### config.mk
export PLATFORM = sky130hd
export DESIGN_NAME = elastic_pipe_reg
export DESIGN_NICKNAME = d
export VERILOG_FILES = /design/src/rtl/elastic_pipe_reg.sv
export SDC_FILE = /design/constraint.sdc
export NUM_CORES = 1
export LEC_CHECK = 0
export CORE_UTILIZATION = 39
export CTS_CLUSTER_DIAMETER = 50
export DETAILED_ROUTE_END_ITERATION = 12
export GPL_ROUTABILITY_DRIVEN = 0
export PLACE_DENSITY_LB_ADDON = 0.1
export SYNTH_ARGS = -nofsm -noshare
export SYNTH_HDL_FRONTEND = slang
export SYNTH_SLANG_ARGS = --single-unit
### constraint.sdc
create_clock -name clk -period 1.3 [get_ports clk]
set_input_delay 0.26 -clock clk [delete_from_list [all_inputs] [get_ports clk]]
set_output_delay 0.26 -clock clk [all_outputs]
set_load 0.02 [all_outputs]
### src/rtl/elastic_pipe_reg.sv
// Elastic inter-stage pipeline register chain: DEPTH valid/ready stages with
// stall back-pressure, flush squash with NOP injection and optional retention of
// the incoming beat on flush (flush_keep).
// Optional build macro PIPE_PERF_CNT_EN adds saturating stall/squash counters.
module elastic_pipe_reg #(
  parameter int unsigned       DATA_W   = 64,
  parameter int unsigned       DEPTH    = 1,
  parameter int unsigned       INST_LSB = 0,
  parameter int unsigned       INST_W   = 32,
  parameter logic [INST_W-1:0] NOP_VAL  = 32'h0000_0013
) (
  input  logic              clk,
  input  logic              rst,
  input  logic              flush,
  input  logic              flush_keep,
  input  logic              in_valid,
  output logic              in_ready,
  input  logic [DATA_W-1:0] in_data,
  output logic              out_valid,
  input  logic              out_ready,
  output logic [DATA_W-1:0] out_data
`ifdef PIPE_PERF_CNT_EN
  ,
  input  logic              perf_clr,
  output logic [31:0]       perf_stall_cnt,
  output logic [31:0]       perf_squash_cnt
`endif
);

  localparam int unsigned CNT_W = 32;
  localparam int unsigned INC_W = 3;

  // Elaboration-time parameter legality
  if (DEPTH < 1 || DEPTH > 4 || INST_LSB + INST_W > DATA_W) begin : g_bad_params
    $error("elastic_pipe_reg: illegal DEPTH or instruction field placement");
  end

  logic [DEPTH-1:0]  v_q;
  logic [DEPTH-1:0]  v_d;
  logic [DATA_W-1:0] d_q [DEPTH];
  logic [DATA_W-1:0] d_d [DEPTH];
  logic [DEPTH-1:0]  rdy_c;

  // Replace the instruction field with the NOP encoding, other fields untouched
  function automatic logic [DATA_W-1:0] nop_inst(input logic [DATA_W-1:0] x);
    logic [DATA_W-1:0] r;
    r = x;
    r[INST_LSB +: INST_W] = NOP_VAL;
    return r;
  endfunction

  // Per-stage ready: a stage can load if it is empty or everything after it moves
  always_comb begin
    logic acc;
    acc   = out_ready;
    rdy_c = '0;
    for (int k = int'(DEPTH) - 1; k >= 0; k--) begin
      acc      = ~v_q[k] | acc;
      rdy_c[k] = acc;
    end
  end

  assign in_ready  = flush | rdy_c[0];
  assign out_valid = v_q[DEPTH-1];
  assign out_data  = v_q[DEPTH-1] ? d_q[DEPTH-1] : nop_inst(d_q[DEPTH-1]);

  // Next-state: flush squashes everything; otherwise shift where ready.
  // Invalid beats are stored with a NOP instruction so X never reaches the output field.
  always_comb begin
    v_d = v_q;
    d_d = d_q;
    if (flush) begin
      for (int k = 1; k < int'(DEPTH); k++) begin
        v_d[k] = 1'b0;
        d_d[k] = nop_inst(d_q[k]);
      end
      if (flush_keep && in_valid) begin
        v_d[0] = 1'b1;
        d_d[0] = in_data;
      end else begin
        v_d[0] = 1'b0;
        d_d[0] = nop_inst(in_data);
      end
    end else begin
      if (rdy_c[0]) begin
        v_d[0] = in_valid;
        d_d[0] = in_valid ? in_data : nop_inst(in_data);
      end
      for (int k = 1; k < int'(DEPTH); k++) begin
        if (rdy_c[k]) begin
          v_d[k] = v_q[k-1];
          d_d[k] = d_q[k-1];
        end
      end
    end
  end

  // Stage registers
  always_ff @(posedge clk or negedge rst) begin
    if (!rst) begin
      v_q <= '0;
      for (int k = 0; k < int'(DEPTH); k++) begin
        d_q[k] <= '0;
      end
    end else begin
      v_q <= v_d;
      for (int k = 0; k < int'(DEPTH); k++) begin
        d_q[k] <= d_d[k];
      end
    end
  end

`ifdef PIPE_PERF_CNT_EN
  logic             stall_c;
  logic [INC_W-1:0] squash_inc_c;
  logic [CNT_W:0]   squash_sum_c;

  // Count beats killed by a flush; a last-stage beat taken by downstream is not killed
  always_comb begin
    stall_c      = v_q[DEPTH-1] & ~out_ready;
    squash_inc_c = '0;
    if (flush) begin
      for (int k = 0; k < int'(DEPTH); k++) begin
        if (v_q[k] && !((k == int'(DEPTH) - 1) && out_ready)) begin
          squash_inc_c = squash_inc_c + INC_W'(1);
        end
      end
      if (in_valid && !flush_keep) begin
        squash_inc_c = squash_inc_c + INC_W'(1);
      end
    end
    squash_sum_c = {1'b0, perf_squash_cnt} + (CNT_W + 1)'(squash_inc_c);
  end

  // Saturating performance counters, synchronous clear has priority
  always_ff @(posedge clk or negedge rst) begin
    if (!rst) begin
      perf_stall_cnt  <= '0;
      perf_squash_cnt <= '0;
    end else if (perf_clr) begin
      perf_stall_cnt  <= '0;
      perf_squash_cnt <= '0;
    end else begin
      if (stall_c && perf_stall_cnt != '1) begin
        perf_stall_cnt <= perf_stall_cnt + CNT_W'(1);
      end
      perf_squash_cnt <= squash_sum_c[CNT_W] ? '1 : squash_sum_c[CNT_W-1:0];
    end
  end
`endif

endmodule
==> impl_metrics.env, run 1 <==
export IMPL_status="complete, but fails checks"
export IMPL_violations="setup timing"
export IMPL_layoutNonFillerInstCount=470
export IMPL_dr_pass1_iters=4
export IMPL_r2r_cells=4
export IMPL_worstMarginPinSlew_ns=0.3943
export IMPL_wl_per_cell_um=17.84
export IMPL_finalSetupViolCount=99
export IMPL_fp_dieW_um=93.26
export IMPL_clock_latency_ns=0.34
export IMPL_ir_worst_vdd_mv=0.5422
export IMPL_numCtsBuffers=9
export IMPL_grt_pass1_wl_um=12340
export IMPL_ys_warn_count=0
export IMPL_worst_slack_ns=-0.3284
export IMPL_synth_seq_cells=65
export IMPL_slew_headroom_pct=73.71
export IMPL_syn_area_per_cell_sq_um=12.54
export IMPL_port_buffers=135
export IMPL_start_kind="register"
export IMPL_clk_pin_slew_ns=0.08
export IMPL_synth_area_sq_um=3248
export IMPL_drt_initial_drc_count=47
export IMPL_syn_inst=259
export IMPL_grt_pass1_vias=2347
export IMPL_dpl_cell_count=446
export IMPL_end_kind="output pin"
export IMPL_top_usage_layer="met2"
export IMPL_synth_most_common_cell="dfrtp_1"
export IMPL_layout_nets=433
export IMPL_cts_sinks=65
export IMPL_synth_edf_count=0
export IMPL_rsz0062_at_grt="yes"
export IMPL_vias_per_cell=5.143
export IMPL_hp_class="input pin to async pin"
export IMPL_crit_type="register to output pin"
export IMPL_hpwl_um=4964
export IMPL_synth_top_cells_by_count="dfrtp_1 (65), buf_4 (32), a41o_1 (29), and2_1 (29), nor4bb_1 (29)"
export IMPL_drive_above_1_share_pct=42.93
export IMPL_drv_slew=0
export IMPL_pin_count=136
export IMPL_antenna_left=0
export IMPL_cp_buffers_inverters=1
export IMPL_grt_usage_pct=18.60
export IMPL_min_period_over_period_pct=125.3
export IMPL_fmax_mhz=614.1
export IMPL_r2r_slack_ns=-0.32
export IMPL_synth_async_reset_ratio_pct=100.0
export IMPL_rows=32
export IMPL_p_leak_nw=2.306
export IMPL_powerDensity_nw_per_um2=1020
export IMPL_cp_max_fo=4
export IMPL_yosysTopAreaCell="dfrtp_1"
export IMPL_area_delta_synth_final_pct=46.34
export IMPL_drt_wl_total_um=8384
export IMPL_r2r_end="d_q[48]"
export IMPL_dieHeight_um=93.26
export IMPL_initial_core_util_pct=41.18
export IMPL_cts_root_buf="clkbuf_8"
export IMPL_synth_cell_types=17
export IMPL_core_area_sq_um=7888
export IMPL_pre_cts_ws_ns=-0.7773
export IMPL_ys_top_cells_by_area="dfrtp_1 (50%), mux2_2 (9.0%), a41o_1 (8.9%)"
export IMPL_diodes=0
export IMPL_r2r_start="out_valid"
export IMPL_period_needed_ns=1.628
export IMPL_grt_use_met3_pct=3.252
export IMPL_yosysTopAreaCellShare_pct=50.08
export IMPL_finalHoldViolCount=0
export IMPL_cpPeakStageDelay_ns=0.44
export IMPL_grt_max_degree=66
export IMPL_num_vias=2417
export IMPL_grt_util_met2_pct=28.00
export IMPL_synth_flop_cell="dfrtp_1"
export IMPL_cts_max_level=3
export IMPL_synth_fp_nets=329
export IMPL_antenna_found_initial=0
export IMPL_required_ns=1.04
export IMPL_power_w=0.004848
export IMPL_crit_chain="or3b_4, buf_6"
export IMPL_die_area_sq_um=8697
export IMPL_cts_max_path_buffers=2
export IMPL_drc=0
export IMPL_cap_violations=0
export IMPL_use_met1_pct=26.45
export IMPL_cp_slowest_cell="dfrtp_2"
export IMPL_critPathTopFamily="flip-flops"
export IMPL_arrival_ns=1.37
export IMPL_yosysSeqAreaShare_pct=50.08
export IMPL_overflow=0
export IMPL_tritoncts="built"
export IMPL_finClkSkew_ns=0.005842
layout by cell type (no fill, tap or decap):
master / Yosys / routed
a21bo_2: 1 / 1
a41o_1: 29 / 29
a41oi_1: 3 / 1
a41oi_2: 0 / 2
and2_2: 0 / 12
and2_4: 0 / 17
buf_12: 0 / 6
buf_16: 0 / 1
buf_2: 5 / 13
buf_4: 32 / 8
buf_6: 2 / 22
clkbuf_16: 0 / 2
clkbuf_2: 0 / 19
clkbuf_8: 0 / 9
clkdlybuf4s15_1: 0 / 9
clkdlybuf4s15_2: 0 / 4
clkdlybuf4s50_1: 0 / 68
clkinv_2: 0 / 3
clkinv_4: 0 / 2
clkinvlp_4: 0 / 2
dfrtp_1: 65 / 64
dfrtp_2: 0 / 1
dlygate4sd3_1: 0 / 1
inv_1: 3 / 3
mux2_2: 26 / 26
mux2_4: 6 / 6
nand2b_1: 4 / 3
nand2b_4: 0 / 1
nor4b_1: 3 / 3
nor4bb_1: 29 / 29
or3b_4: 1 / 1
metal layers:
| metal | share of wire, % | vias to the layer above |
|---|---|---|
| met4 | 0.86 | 0 |
| met3 | 5.2 | 7 |
| li1 | - | 1130 |
| met2 | 47 | 85 |
| met1 | 47 | 1195 |
| met5 | 0 | - |
metrics by stage:
step / utilization (%) / instance area (sq um) / setup TNS [ns] / hold slack, ns
after CTS: 58.91 / 4647 / -21.65 / 0.4737
after global placement: 57.12 / 4506 / -57.78 / 0.3125
after floorplan: - / 3297 / -9.032 / -0.03559
final: 60.26 / 4753 / -24.53 / 0.4679
after global routing: 60.26 / 4753 / -26.68 / 0.4947
after detailed placement: 57.12 / 4506 / -57.88 / 0.3045
layout make-up:
cell class              count  area (sq um)
fillers                   667          3134
flip-flops and latches     65          1628
repair buffers            153          1491
multi-input cells         131          1324
well taps                 102         127.6
clock buffers               9         123.9
clock inverters             7         47.55
inverters                   3         11.26
where the power goes:
group          internal (W)  switching (W)
clock              0.000686       0.000822
combinational      0.000610       0.000496
sequential          0.00216      0.0000700
total               0.00346        0.00139
worst register-to-register path, stage by stage (launching register included):
cell and delay, ns:
dfrtp_2 0.44, or3b_4 0.43, buf_4 0.17, buf_16 0.16, mux2_4 0.31
timing repair:
item | in CTS | in global routing
hold buffers | 1 | 0
setup endpoints to repair | 131 | 118
endpoints found under the hold margin | 65 | 0
gates resized for setup | 246 | 53
setup buffers | 0 | 3
cloned | 0 | 4
state kept, by name (all words and copies together), names as in the netlist:
register,count
d_q,64
out_valid,1
worst max-delay path by stage:
stage,from,cells past startpoint,end
final,out_valid,2,in_ready
after global routing,out_valid,2,in_ready
after CTS,out_valid,2,in_ready
after detailed placement,out_ready,4,d_q[59]
after global placement,flush,4,d_q[33]
after floorplan,out_valid,4,d_q[47]
cells by family after synthesis:
kind of cell	count (synthesis)	share of synthesized area [%]
flops	65	50.08
simple gates	66	16.45
buf+inv	63	11.63
mux	32	11.79
compound gates	33	10.05
Power figures use the tool's default switching activity.
==> run 2, diff against run 1 <==
--- a/config.mk
+++ b/config.mk
@@ -10,6 +10,7 @@
 export DETAILED_ROUTE_END_ITERATION = 12
 export GPL_ROUTABILITY_DRIVEN = 0
 export PLACE_DENSITY_LB_ADDON = 0.1
+export SLEW_MARGIN = 20
 export SYNTH_ARGS = -nofsm -noshare
 export SYNTH_HDL_FRONTEND = slang
 export SYNTH_SLANG_ARGS = --single-unit
==> results of run 2 <==
The final DEF is identical to that of run 1; final timing and power are the same.
==> run 3, diff against run 2 <==
--- a/config.mk
+++ b/config.mk
@@ -5,12 +5,12 @@
 export SDC_FILE = /design/constraint.sdc
 export NUM_CORES = 1
 export LEC_CHECK = 0
-export CORE_UTILIZATION = 39
+export ABC_CLOCK_PERIOD_IN_PS = 2000
+export CORE_UTILIZATION = 40
 export CTS_CLUSTER_DIAMETER = 50
 export DETAILED_ROUTE_END_ITERATION = 12
 export GPL_ROUTABILITY_DRIVEN = 0
 export PLACE_DENSITY_LB_ADDON = 0.1
-export SLEW_MARGIN = 20
 export SYNTH_ARGS = -nofsm -noshare
 export SYNTH_HDL_FRONTEND = slang
 export SYNTH_SLANG_ARGS = --single-unit
==> constraint.sdc (replaced) <==
create_clock -name clk -period 2 [get_ports clk]
set_input_delay 0.4 -clock clk [delete_from_list [all_inputs] [get_ports clk]]
set_output_delay 0.4 -clock clk [all_outputs]
set_load 0.02 [all_outputs]
==> run 3 against run 2 <==
Against the previous run:
- design area decreased by 2.9%
- clock skew is 0.0017 ns higher
- combinational power fell by 39%
- global-route usage up 0.31 points
- flip-flop and latch count did not move
- final cell count shrank 1.7%
- critical endpoint is now d_q[61]
- routed wire length fell by 6.6%
- count of clock-buffer cells in the layout is 4 higher
- the flow now finishes without violations
- utilization shrank 1.2 points
- setup slack improved by 0.45 ns
- first-iteration DRC count increased by 47%
- highest routed layer unchanged
- register-to-register slack gained 0.44 ns
==> impl_metrics.env, run 3 (synthesized netlist as in run 1, its figures left out) <==
export IMPL_dieHeight_um=92.11
export IMPL_period_needed_ns=1.882
export IMPL_hp_class="input pin to async pin"
export IMPL_drv_slew=0
export IMPL_fillCellCount=691
export IMPL_area_delta_synth_final_pct=42.03
export IMPL_end_kind="register"
export IMPL_finClkSkew_ns=0.007578
export IMPL_ir_worst_vdd_mv=0.3338
export IMPL_core_area_sq_um=7807
export IMPL_layoutNonFillerInstCount=462
export IMPL_drc=0
export IMPL_most_common_layout_cells="clkdlybuf4s50_1 (100), dfrtp_1 (65), dlygate4sd2_1 (33)"
export IMPL_tritoncts="built"
export IMPL_rsz0062_at_grt="no"
export IMPL_hpwl_um=4891
export IMPL_cts_sinks=65
export IMPL_antenna_left=0
export IMPL_start_kind="input pin"
export IMPL_grt_pass1_wl_um=12440
export IMPL_rows=32
export IMPL_diodes=0
export IMPL_final_cell_area_sq_um=4613
export IMPL_port_buffers=135
export IMPL_min_period_over_period_pct=94.12
export IMPL_hold_ws_ns=0.08483
export IMPL_status="completed"
export IMPL_cts_max_path_buffers=2
export IMPL_numCtsBuffers=9
export IMPL_cts_root_buf="clkbuf_8"
export IMPL_cap_violations=0
export IMPL_finalHoldViolCount=0
export IMPL_drive_above_1_share_pct=16.11
export IMPL_p_leak_nw=2.227
export IMPL_dpl_cell_count=446
export IMPL_largest_register="d_q"
export IMPL_multi_input_area_sq_um=1244
export IMPL_dr_pass1_iters=4
export IMPL_drt_wl_total_um=7828
export IMPL_cp_max_fo=65
export IMPL_clock_latency_ns=0.33
export IMPL_vias_per_cell=5.203
export IMPL_layout_commonest_cell="clkdlybuf4s50_1"
export IMPL_clk_pin_slew_ns=0.07
export IMPL_crit_type="input pin to register"
export IMPL_grt_usage_pct=18.91
export IMPL_wl_per_cell_um=16.94
export IMPL_fp_dieW_um=92.11
export IMPL_slew_headroom_pct=47.24
export IMPL_finalSetupViolCount=0
export IMPL_fin_util_pct=59.09
export IMPL_required_ns=2.22
export IMPL_fmax_mhz=531.2
export IMPL_cts_hold_buf=0
export IMPL_worstMarginPinSlew_ns=0.7914
export IMPL_overflow=0
export IMPL_antenna_found_initial=0
export IMPL_place_area_sq_um=4456
export IMPL_fin_setup_tns_ns=0
export IMPL_die_area_sq_um=8484
export IMPL_regArea_sq_um=1627
export IMPL_cts_max_level=3
export IMPL_pin_count=136
export IMPL_initial_core_util_pct=41.60
export IMPL_grt_pass1_vias=2368
export IMPL_arrival_ns=2.10
export IMPL_grt_max_degree=66
export IMPL_drt_initial_drc_count=69
export IMPL_largest_reg_flops=64
export IMPL_num_vias=2404
export IMPL_layout_nets=425
export IMPL_powerDensity_nw_per_um2=718.1
## run 3: report_power, final
| group | total (W) | internal, W | switching [W] |
|---|---|---|---|
| clock network | 0.00119 | 0.000703 | 0.000489 |
| logic | 0.000672 | 0.000372 | 0.000301 |
| registers | 0.00145 | 0.00141 | 0.0000423 |
## run 3: cell type report
type / count / area share, %
tap: 102 / 2.766
sequential: 65 / 35.26
inverter: 3 / 0.2441
timing repair buffer: 145 / 30.35
clock inverter: 3 / 1.410
clock buffer: 13 / 3.011
multi-input combinational: 131 / 26.96
## run 3: worst max-delay path, cell delays in order
cell and delay (ns):
clkdlybuf4s50_1 0.49, or3b_4 0.14, buf_4 0.62, mux2_2 0.41
## run 3: layer usage
layer	vias up	global-route usage [%]	part of all wire, %
li1	1112	-	-
met4	0	6.641	2.0
met1	1200	25.76	46
met3	13	5.473	5.4
met5	-	0	0
met2	79	28.67	47
## run 3: path summary, 6_finish.rpt
check                      startpoint  endpoint  slack (ns)  depth (start not counted)
max                         out_ready   d_q[61]        0.12                          4
min                               rst   d_q[36]        0.08                          2
max in group asynchronous         rst   d_q[18]        1.63                          2
max reg2reg                 out_valid   d_q[61]        0.12                          3
min in group clk              d_q[33]   d_q[33]        0.51                          1
min reg2reg                   d_q[33]   d_q[33]        0.51                          1
## run 3: repair_timing
item / in CTS / in global routing
setup endpoints to repair: 34 / 1
cloned: 0 / 0
hold endpoints to repair: 0 / 0
gates resized for setup: 34 / 2
setup buffers: 0 / 0
## run 3: through the flow
stage               total power, W  setup WS, ns
floorplan                 0.001861        0.2209
global placement          0.002168       -0.2232
detailed placement        0.002177       -0.2261
CTS                       0.003364       0.01105
global route              0.003474       0.03599
finish                    0.003313        0.1175
